--- src/rtl/bios_port_arbiter_if.sv ---
// Request/response bundle between fetch/load requesters, the BIOS RAM and the arbiter.
// master: requesters plus RAM model; slave: the arbiter.
interface bios_port_arbiter_if;
    logic        freeze;
    logic        if_req;
    logic [31:0] if_pc;
    logic        dm_req;
    logic [31:0] dm_addr;
    logic        bios_en;
    logic [11:0] bios_addr;
    logic [31:0] bios_dout;
    logic        if_valid;
    logic [31:0] if_data;
    logic        dm_valid;
    logic [31:0] dm_data;
    logic        if_stall;
    logic        dm_stall;

    // Handshake: a request is offered every cycle it is held; a cycle-N grant is shown by
    // bios_en=1, the loser sees its stall in N, and the winner's valid pulses in N+1.
    modport master (
        output freeze, if_req, if_pc, dm_req, dm_addr, bios_dout,
        input  bios_en, bios_addr, if_valid, if_data, dm_valid, dm_data, if_stall, dm_stall
    );
    modport slave (
        input  freeze, if_req, if_pc, dm_req, dm_addr, bios_dout,
        output bios_en, bios_addr, if_valid, if_data, dm_valid, dm_data, if_stall, dm_stall
    );
endinterface

--- src/rtl/bios_port_arbiter.sv ---
// Arbitrates instruction fetch and data load onto one synchronous BIOS RAM read port,
// loads preferred, with a starvation limit that forces a fetch grant.
module bios_port_arbiter #(
    parameter int STARVE_LIM = 3
) (
    input  logic                 clk,
    input  logic                 reset_n,
    bios_port_arbiter_if.slave   bus,
    output logic [1:0]           dbg_state
);
    localparam int CW = (STARVE_LIM < 2) ? 1 : $clog2(STARVE_LIM + 1);

    typedef enum logic [1:0] {
        ST_NONE = 2'd0,
        ST_IF   = 2'd1,
        ST_DM   = 2'd2
    } state_t;

    state_t        state;
    logic [CW-1:0] starve;
    logic [31:0]   if_hold;
    logic [31:0]   dm_hold;

    logic elig_if, elig_dm, starve_hit, grant_if, grant_dm;
    logic unused_addr_bits;

    assign elig_if    = bus.if_req && (bus.if_pc[31:28] == 4'b0100);
    assign elig_dm    = bus.dm_req && (bus.dm_addr[31:28] == 4'b0100);
    assign starve_hit = (starve == CW'(STARVE_LIM));

    // reset_n gates the combinational path so reset wins regardless of requests.
    assign grant_if = reset_n && !bus.freeze && elig_if && (!elig_dm || starve_hit);
    assign grant_dm = reset_n && !bus.freeze && elig_dm && !grant_if;

    assign bus.bios_en   = grant_if || grant_dm;
    assign bus.bios_addr = grant_if ? bus.if_pc[13:2] :
                           grant_dm ? bus.dm_addr[13:2] : 12'd0;
    assign bus.if_stall  = reset_n && elig_if && !grant_if;
    assign bus.dm_stall  = reset_n && elig_dm && !grant_dm;

    assign bus.if_valid = (state == ST_IF);
    assign bus.dm_valid = (state == ST_DM);
    assign bus.if_data  = bus.if_valid ? bus.bios_dout : if_hold;
    assign bus.dm_data  = bus.dm_valid ? bus.bios_dout : dm_hold;
    assign dbg_state    = state;

    assign unused_addr_bits = ^{bus.if_pc[27:14], bus.if_pc[1:0],
                                bus.dm_addr[27:14], bus.dm_addr[1:0]};

    always_ff @(posedge clk or negedge reset_n) begin
        if (!reset_n) begin
            state   <= ST_NONE;
            starve  <= '0;
            if_hold <= '0;
            dm_hold <= '0;
        end else begin
            if (grant_if)      state <= ST_IF;
            else if (grant_dm) state <= ST_DM;
            else               state <= ST_NONE;

            // Frozen cycles are not losses; the counter just waits.
            if (!bus.freeze) begin
                if (grant_if || !elig_if) starve <= '0;
                else if (!starve_hit)     starve <= starve + 1'b1;
            end

            if (state == ST_IF) if_hold <= bus.bios_dout;
            if (state == ST_DM) dm_hold <= bus.bios_dout;
        end
    end
endmodule

--- src/flat_wrapper.sv ---
// flat-port wrapper written by rule: the top's interface ports become plain ports
module bios_port_arbiter_flat 
#(
    parameter int STARVE_LIM = 3
)
  (clk, reset_n, dbg_state, bus_freeze, bus_if_req, bus_if_pc, bus_dm_req, bus_dm_addr, bus_bios_dout, bus_bios_en, bus_bios_addr, bus_if_valid, bus_if_data, bus_dm_valid, bus_dm_data, bus_if_stall, bus_dm_stall);
  bios_port_arbiter_if bus_i ();
  input  logic clk;
  input  logic reset_n;
  output logic [1:0] dbg_state;
  input wire logic [$bits(bus_i.freeze)-1:0] bus_freeze;
  input wire logic [$bits(bus_i.if_req)-1:0] bus_if_req;
  input wire logic [$bits(bus_i.if_pc)-1:0] bus_if_pc;
  input wire logic [$bits(bus_i.dm_req)-1:0] bus_dm_req;
  input wire logic [$bits(bus_i.dm_addr)-1:0] bus_dm_addr;
  input wire logic [$bits(bus_i.bios_dout)-1:0] bus_bios_dout;
  output wire logic [$bits(bus_i.bios_en)-1:0] bus_bios_en;
  output wire logic [$bits(bus_i.bios_addr)-1:0] bus_bios_addr;
  output wire logic [$bits(bus_i.if_valid)-1:0] bus_if_valid;
  output wire logic [$bits(bus_i.if_data)-1:0] bus_if_data;
  output wire logic [$bits(bus_i.dm_valid)-1:0] bus_dm_valid;
  output wire logic [$bits(bus_i.dm_data)-1:0] bus_dm_data;
  output wire logic [$bits(bus_i.if_stall)-1:0] bus_if_stall;
  output wire logic [$bits(bus_i.dm_stall)-1:0] bus_dm_stall;
  assign bus_i.freeze = bus_freeze;
  assign bus_i.if_req = bus_if_req;
  assign bus_i.if_pc = bus_if_pc;
  assign bus_i.dm_req = bus_dm_req;
  assign bus_i.dm_addr = bus_dm_addr;
  assign bus_i.bios_dout = bus_bios_dout;
  assign bus_bios_en = bus_i.bios_en;
  assign bus_bios_addr = bus_i.bios_addr;
  assign bus_if_valid = bus_i.if_valid;
  assign bus_if_data = bus_i.if_data;
  assign bus_dm_valid = bus_i.dm_valid;
  assign bus_dm_data = bus_i.dm_data;
  assign bus_if_stall = bus_i.if_stall;
  assign bus_dm_stall = bus_i.dm_stall;
  bios_port_arbiter #(.STARVE_LIM(STARVE_LIM)) u_core (.clk(clk), .reset_n(reset_n), .bus(bus_i), .dbg_state(dbg_state));
endmodule
--- config.mk ---
export PLATFORM = sky130hd
export DESIGN_NAME = bios_port_arbiter_flat
export DESIGN_NICKNAME = d
export VERILOG_FILES = /design/src/rtl/bios_port_arbiter_if.sv /design/src/rtl/bios_port_arbiter.sv /design/src/flat_wrapper.sv
export SDC_FILE = /design/constraint.sdc
export NUM_CORES = 1
export LEC_CHECK = 0
export ABC_AREA = 1
export ABC_CLOCK_PERIOD_IN_PS = 1600
export CAP_MARGIN = 20
export CORE_ASPECT_RATIO = 1.2
export CORE_MARGIN = 4
export CORE_UTILIZATION = 36
export DETAILED_ROUTE_END_ITERATION = 8
export PLACE_DENSITY = 0.8
export SETUP_SLACK_MARGIN = 0.05
export SYNTH_ARGS = -nofsm -noshare
export SYNTH_HDL_FRONTEND = slang
export SYNTH_SLANG_ARGS = --single-unit
--- constraint.sdc ---
create_clock -name clk -period 1.6 [get_ports clk]
set_input_delay 0.24 -clock clk [delete_from_list [all_inputs] [get_ports clk]]
set_output_delay 0.24 -clock clk [all_outputs]
set_load 0.1 [all_outputs]
==> results.cfg, run 1 <==
[clocking]
cts_buffers = 9
cts_setup_buffers = 35
clk_path_buf_depth = 2
ctsResizeCount = 136
root_buffer = clkbuf_8
cts.htree.levels = 3
cts_sinks = 68
ctsHoldBuffers = 0

[synthesis]
syn-num-nets = 421
syn_area_um2 = 2850
synth_edf_count = 0
yosys-top-cells-area = dfrtp_1 (60%), nand2_1 (13%), o21ai_0 (11%), inv_1 (5.5%), nand2_2 (2.0%)
syn-instance-count = 319
ys_warn_count = 0
synth.most_common_cell = nand2_1
ys_dominant_reg_cell = dfrtp_1
syn-mean-instance-area_um2 = 8.93
synth_top_area_cell = dfrtp_1
ys_seq_area_frac = 0.597
synth.top_cell.area_share = 0.597
synth_common_cells = nand2_1 (100), dfrtp_1 (68), o21ai_0 (64)
synthDistinctLibCells = 22
synthArstFlopShare = 1.00
synth-seq-cells = 68

[floorplanning]
fp.dieW_um = 89.2
initial_core_util = 0.370
fp-row-count = 35
die_height_um = 105
io_pins = 184

[placed_design]
place_hpwl_um = 8560
placed_area_um2 = 6670
io_buffers = 151
place_congestion = 0.765
dp_cells = 582

[outcome]
status = stopped before the end
error_line = [ERROR DPL-0038] Utilization greater than 100%, impossible to legalize
lastStage = clock tree synthesis (4_1_cts)
[stage by stage]
step	setup TNS [ns]	hold slack, ns	setup WS, ns
global placement	-6.19	0.469	-0.461
detailed placement	-6.89	0.481	-0.505
floorplan	-69.93	-0.0556	-0.810
[logic make-up after synthesis]
kind of cell    after synthesis  synth area share
buf+inv                      60            0.0883
fa+ha+maj                     1           0.00439
simple gates                125             0.196
compound gates               65             0.114
flops                        68             0.597
==> run 2, diff against run 1 <==
--- a/config.mk
+++ b/config.mk
@@ -8,12 +8,10 @@
 export ABC_AREA = 1
 export ABC_CLOCK_PERIOD_IN_PS = 1600
 export CAP_MARGIN = 20
-export CORE_ASPECT_RATIO = 1.2
 export CORE_MARGIN = 4
-export CORE_UTILIZATION = 36
+export CORE_UTILIZATION = 25
 export DETAILED_ROUTE_END_ITERATION = 8
-export PLACE_DENSITY = 0.8
-export SETUP_SLACK_MARGIN = 0.05
+export PLACE_DENSITY_LB_ADDON = 0.15
 export SYNTH_ARGS = -nofsm -noshare
 export SYNTH_HDL_FRONTEND = slang
 export SYNTH_SLANG_ARGS = --single-unit
==> run 2 against run 1 <==
The flow now finishes, with violations (negative setup slack). Synthesized area stayed put. Synthesized cell count stayed put.
==> results.cfg, run 2 <==
[synthesis]
synth_top_area_cell = dfrtp_1
synth_fa_ha_area_frac = 0.00439
synth_common_cells = nand2_1 (100), dfrtp_1 (68), o21ai_0 (64)
synth.most_common_cell = nand2_1
synth_simple_gate_area_frac = 0.196
syn-mean-instance-area_um2 = 8.93
synth_top_family_by_area = simple AND/OR/NAND/NOR gates
syn-num-nets = 421
synth-compound-area-share = 0.114
synth_xor_area_frac = 0
syn-instance-count = 319
yosys-top-cells-area = dfrtp_1 (60%), nand2_1 (13%), o21ai_0 (11%), inv_1 (5.5%), nand2_2 (2.0%)
ys_seq_area_frac = 0.597
synth.top_cell.area_share = 0.597
ys_dominant_reg_cell = dfrtp_1
synth-seq-cells = 68
synthDistinctLibCells = 22
syn_area_um2 = 2850
synthArstFlopShare = 1.00
synth_edf_count = 0
synth.area.mux_share = 0
ys_warn_count = 0

[critical_path]
crit_slowest_cell = clkdlybuf4s50_1
path_cells = clkdlybuf4s50_1 -> nor2_2 -> nand3_2 -> nor2_4 -> nand2_4 -> buf_4 -> buf_6 -> buf_6 -> buf_6 -> buf_6 -> nand2_4 -> buf_12
worstRegToRegCells = 13
regToRegEndpoint = u_core.starve[1]
critPathKind = input pin to output port
critical_path.startpoint_type = input pin
cpMostUsedCell = buf_6
crit_family = buffers and inverters
worst_setup_path_end_kind = output port
rr_startpoint = u_core.starve[0]
reg2reg_slack_ns = -0.01
cp.arrival_ns = 1.84
crit_buf_inv = 7
worst-endpoint-required_ns = 1.36
cp_max_fo = 2
cpPeakStageDelay_ns = 0.41

[power]
max-vdd-ir-drop_uv = 1050
power_density_nw_per_um2 = 1190
fin_total_pwr_mw = 9.72
cellLeakagePower_nw = 3.59

[layout]
num_antenna_cells = 0
stdcell_count = 717
nets = 674
drive_gt1_frac = 0.645
reg.largest.list = u_core.dm_hold (32), u_core.if_hold (32)
layout_common_cells = buf_12 (99), buf_4 (67), dfrtp_1 (66)
fin_util = 0.745
final_common_cell = buf_12
area_growth_pct = 187

[outcome]
violations = negative setup slack
status = finished, violations left

[timing]
rsz0062_at_grt = yes
fin_setup_tns_ns = -26.91
hold_viol_final = 0
fmax_mhz = 480
whs_ns = 0.255
skew_ns = 0.00533
setup_viol = 82
slew-limit-headroom = 0.412
finalMaxSlewViolations = 0
min_period_ns = 2.08
layout_setup_ws_ns = -0.485
worstMarginPinSlew_ns = 0.882
period_share = 1.30

[clocking]
cts_sinks = 68
cts_buffers = 9
clk_path_buf_depth = 2
root_buffer = clkbuf_16
ctsHoldBuffers = 0
cts.clk_slew.worst_paths_ns = 0.05
clk_latency_ns = 0.33
cts_tree = yes
cts.htree.levels = 3

[grt]
grt_first_pass_wirelength_um = 17700
grt_pass1_vias = 3498
antenna_found_initial = 0
track_usage = 0.172
grt_max_degree = 69
grt_overflow_total = 0

[placed_design]
place_hpwl_um = 7160
io_buffers = 151
dp_cells = 630
place_congestion = 0.762

[floorplanning]
io_pins = 184
fp.dieW_um = 115
die_height_um = 115
fp.dieArea_um2 = 13200
coreArea_um2 = 11000
initial_core_util = 0.259
fp-row-count = 38

[detailed_routing]
top_layer_used = met4
wire_per_inst_um = 15.9
dr_total_vias = 3150
drt_pre_antenna_iters = 4
ant_nets = 0
wl_met3_um = 928
drt_iter0_drc = 86
via_per_inst = 4.39
drt_drc_violations_left = 0
wl_met2_um = 6000
wl_met1_um = 4310
routed_wl_um = 11400

[hold_path]
hold_path.class = input pin to asynchronous set/reset pin

[job]
cap_violations = 0
run 2: cell counts after synthesis:
No cell type changed its count.
run 2: power by group:
part	internal, mW	leakage [nW]	switching (mW)
combinational	2.20	2.74	3.48
clock	1.09	0.129	0.710
sequential	2.04	0.724	0.207
total	5.33	3.59	4.39
run 2: metal layers:
metal | global-route usage | vias to the layer above
li1 | - | 1503
met1 | 0.191 | 1535
met2 | 0.305 | 99
met3 | 0.0684 | 13
met4 | 0.0509 | 0
met5 | 0 | -
run 2: stage by stage:
step / setup slack, ns / instance area (um^2)
after floorplan: -0.810 / 4040
after global placement: -0.429 / 6660
after detailed placement: -0.460 / 6660
after CTS: -0.495 / 7990
after global routing: -0.568 / 8180
final: -0.485 / 8180
run 2: cells by family (layout without fill, tap and decap cells):
family / count (synthesis) / in the layout
buf+inv: 60 / 317
simple gates: 125 / 126
compound gates: 65 / 65
flops: 68 / 68
fa+ha+maj: 1 / 1
run 2: repair_timing:
| item | CTS | global route |
|---|---|---|
| pin swaps | 19 | 15 |
| cloned | 13 | 0 |
| resized for setup | 115 | 43 |
| buffers inserted | 42 | 24 |
| setup endpoints to repair | 80 | 81 |
run 2: how the worst max path moves through the flow:
stage                     cells after the start               end                start
after floorplan                               5   bus_if_data[10]  u_core.dbg_state[0]
after global placement                       11  bus_bios_addr[6]      bus_dm_addr[30]
after detailed placement                     11  bus_bios_addr[7]        bus_if_pc[30]
after CTS                                    10  bus_bios_addr[7]     u_core.starve[1]
after global routing                         10  bus_bios_addr[7]     u_core.starve[0]
final                                        12       bus_bios_en        bus_if_pc[31]
run 2: cell type report:
type	count	area (um^2)
timing repair inverter	1	11.3
timing repair buffer	255	3510
multi-input combinational	192	2320
clock inverter	4	25.0
fill	732	2800
inverter	45	190
tap	140	175
sequential	68	1710
clock buffer	12	246
run 2: tightest hold or removal path: cells and delay by family:
kind	cells	cell delay [ns]
buf+inv	3	0.88
Note: power is estimated with default switching activity, not from simulation.
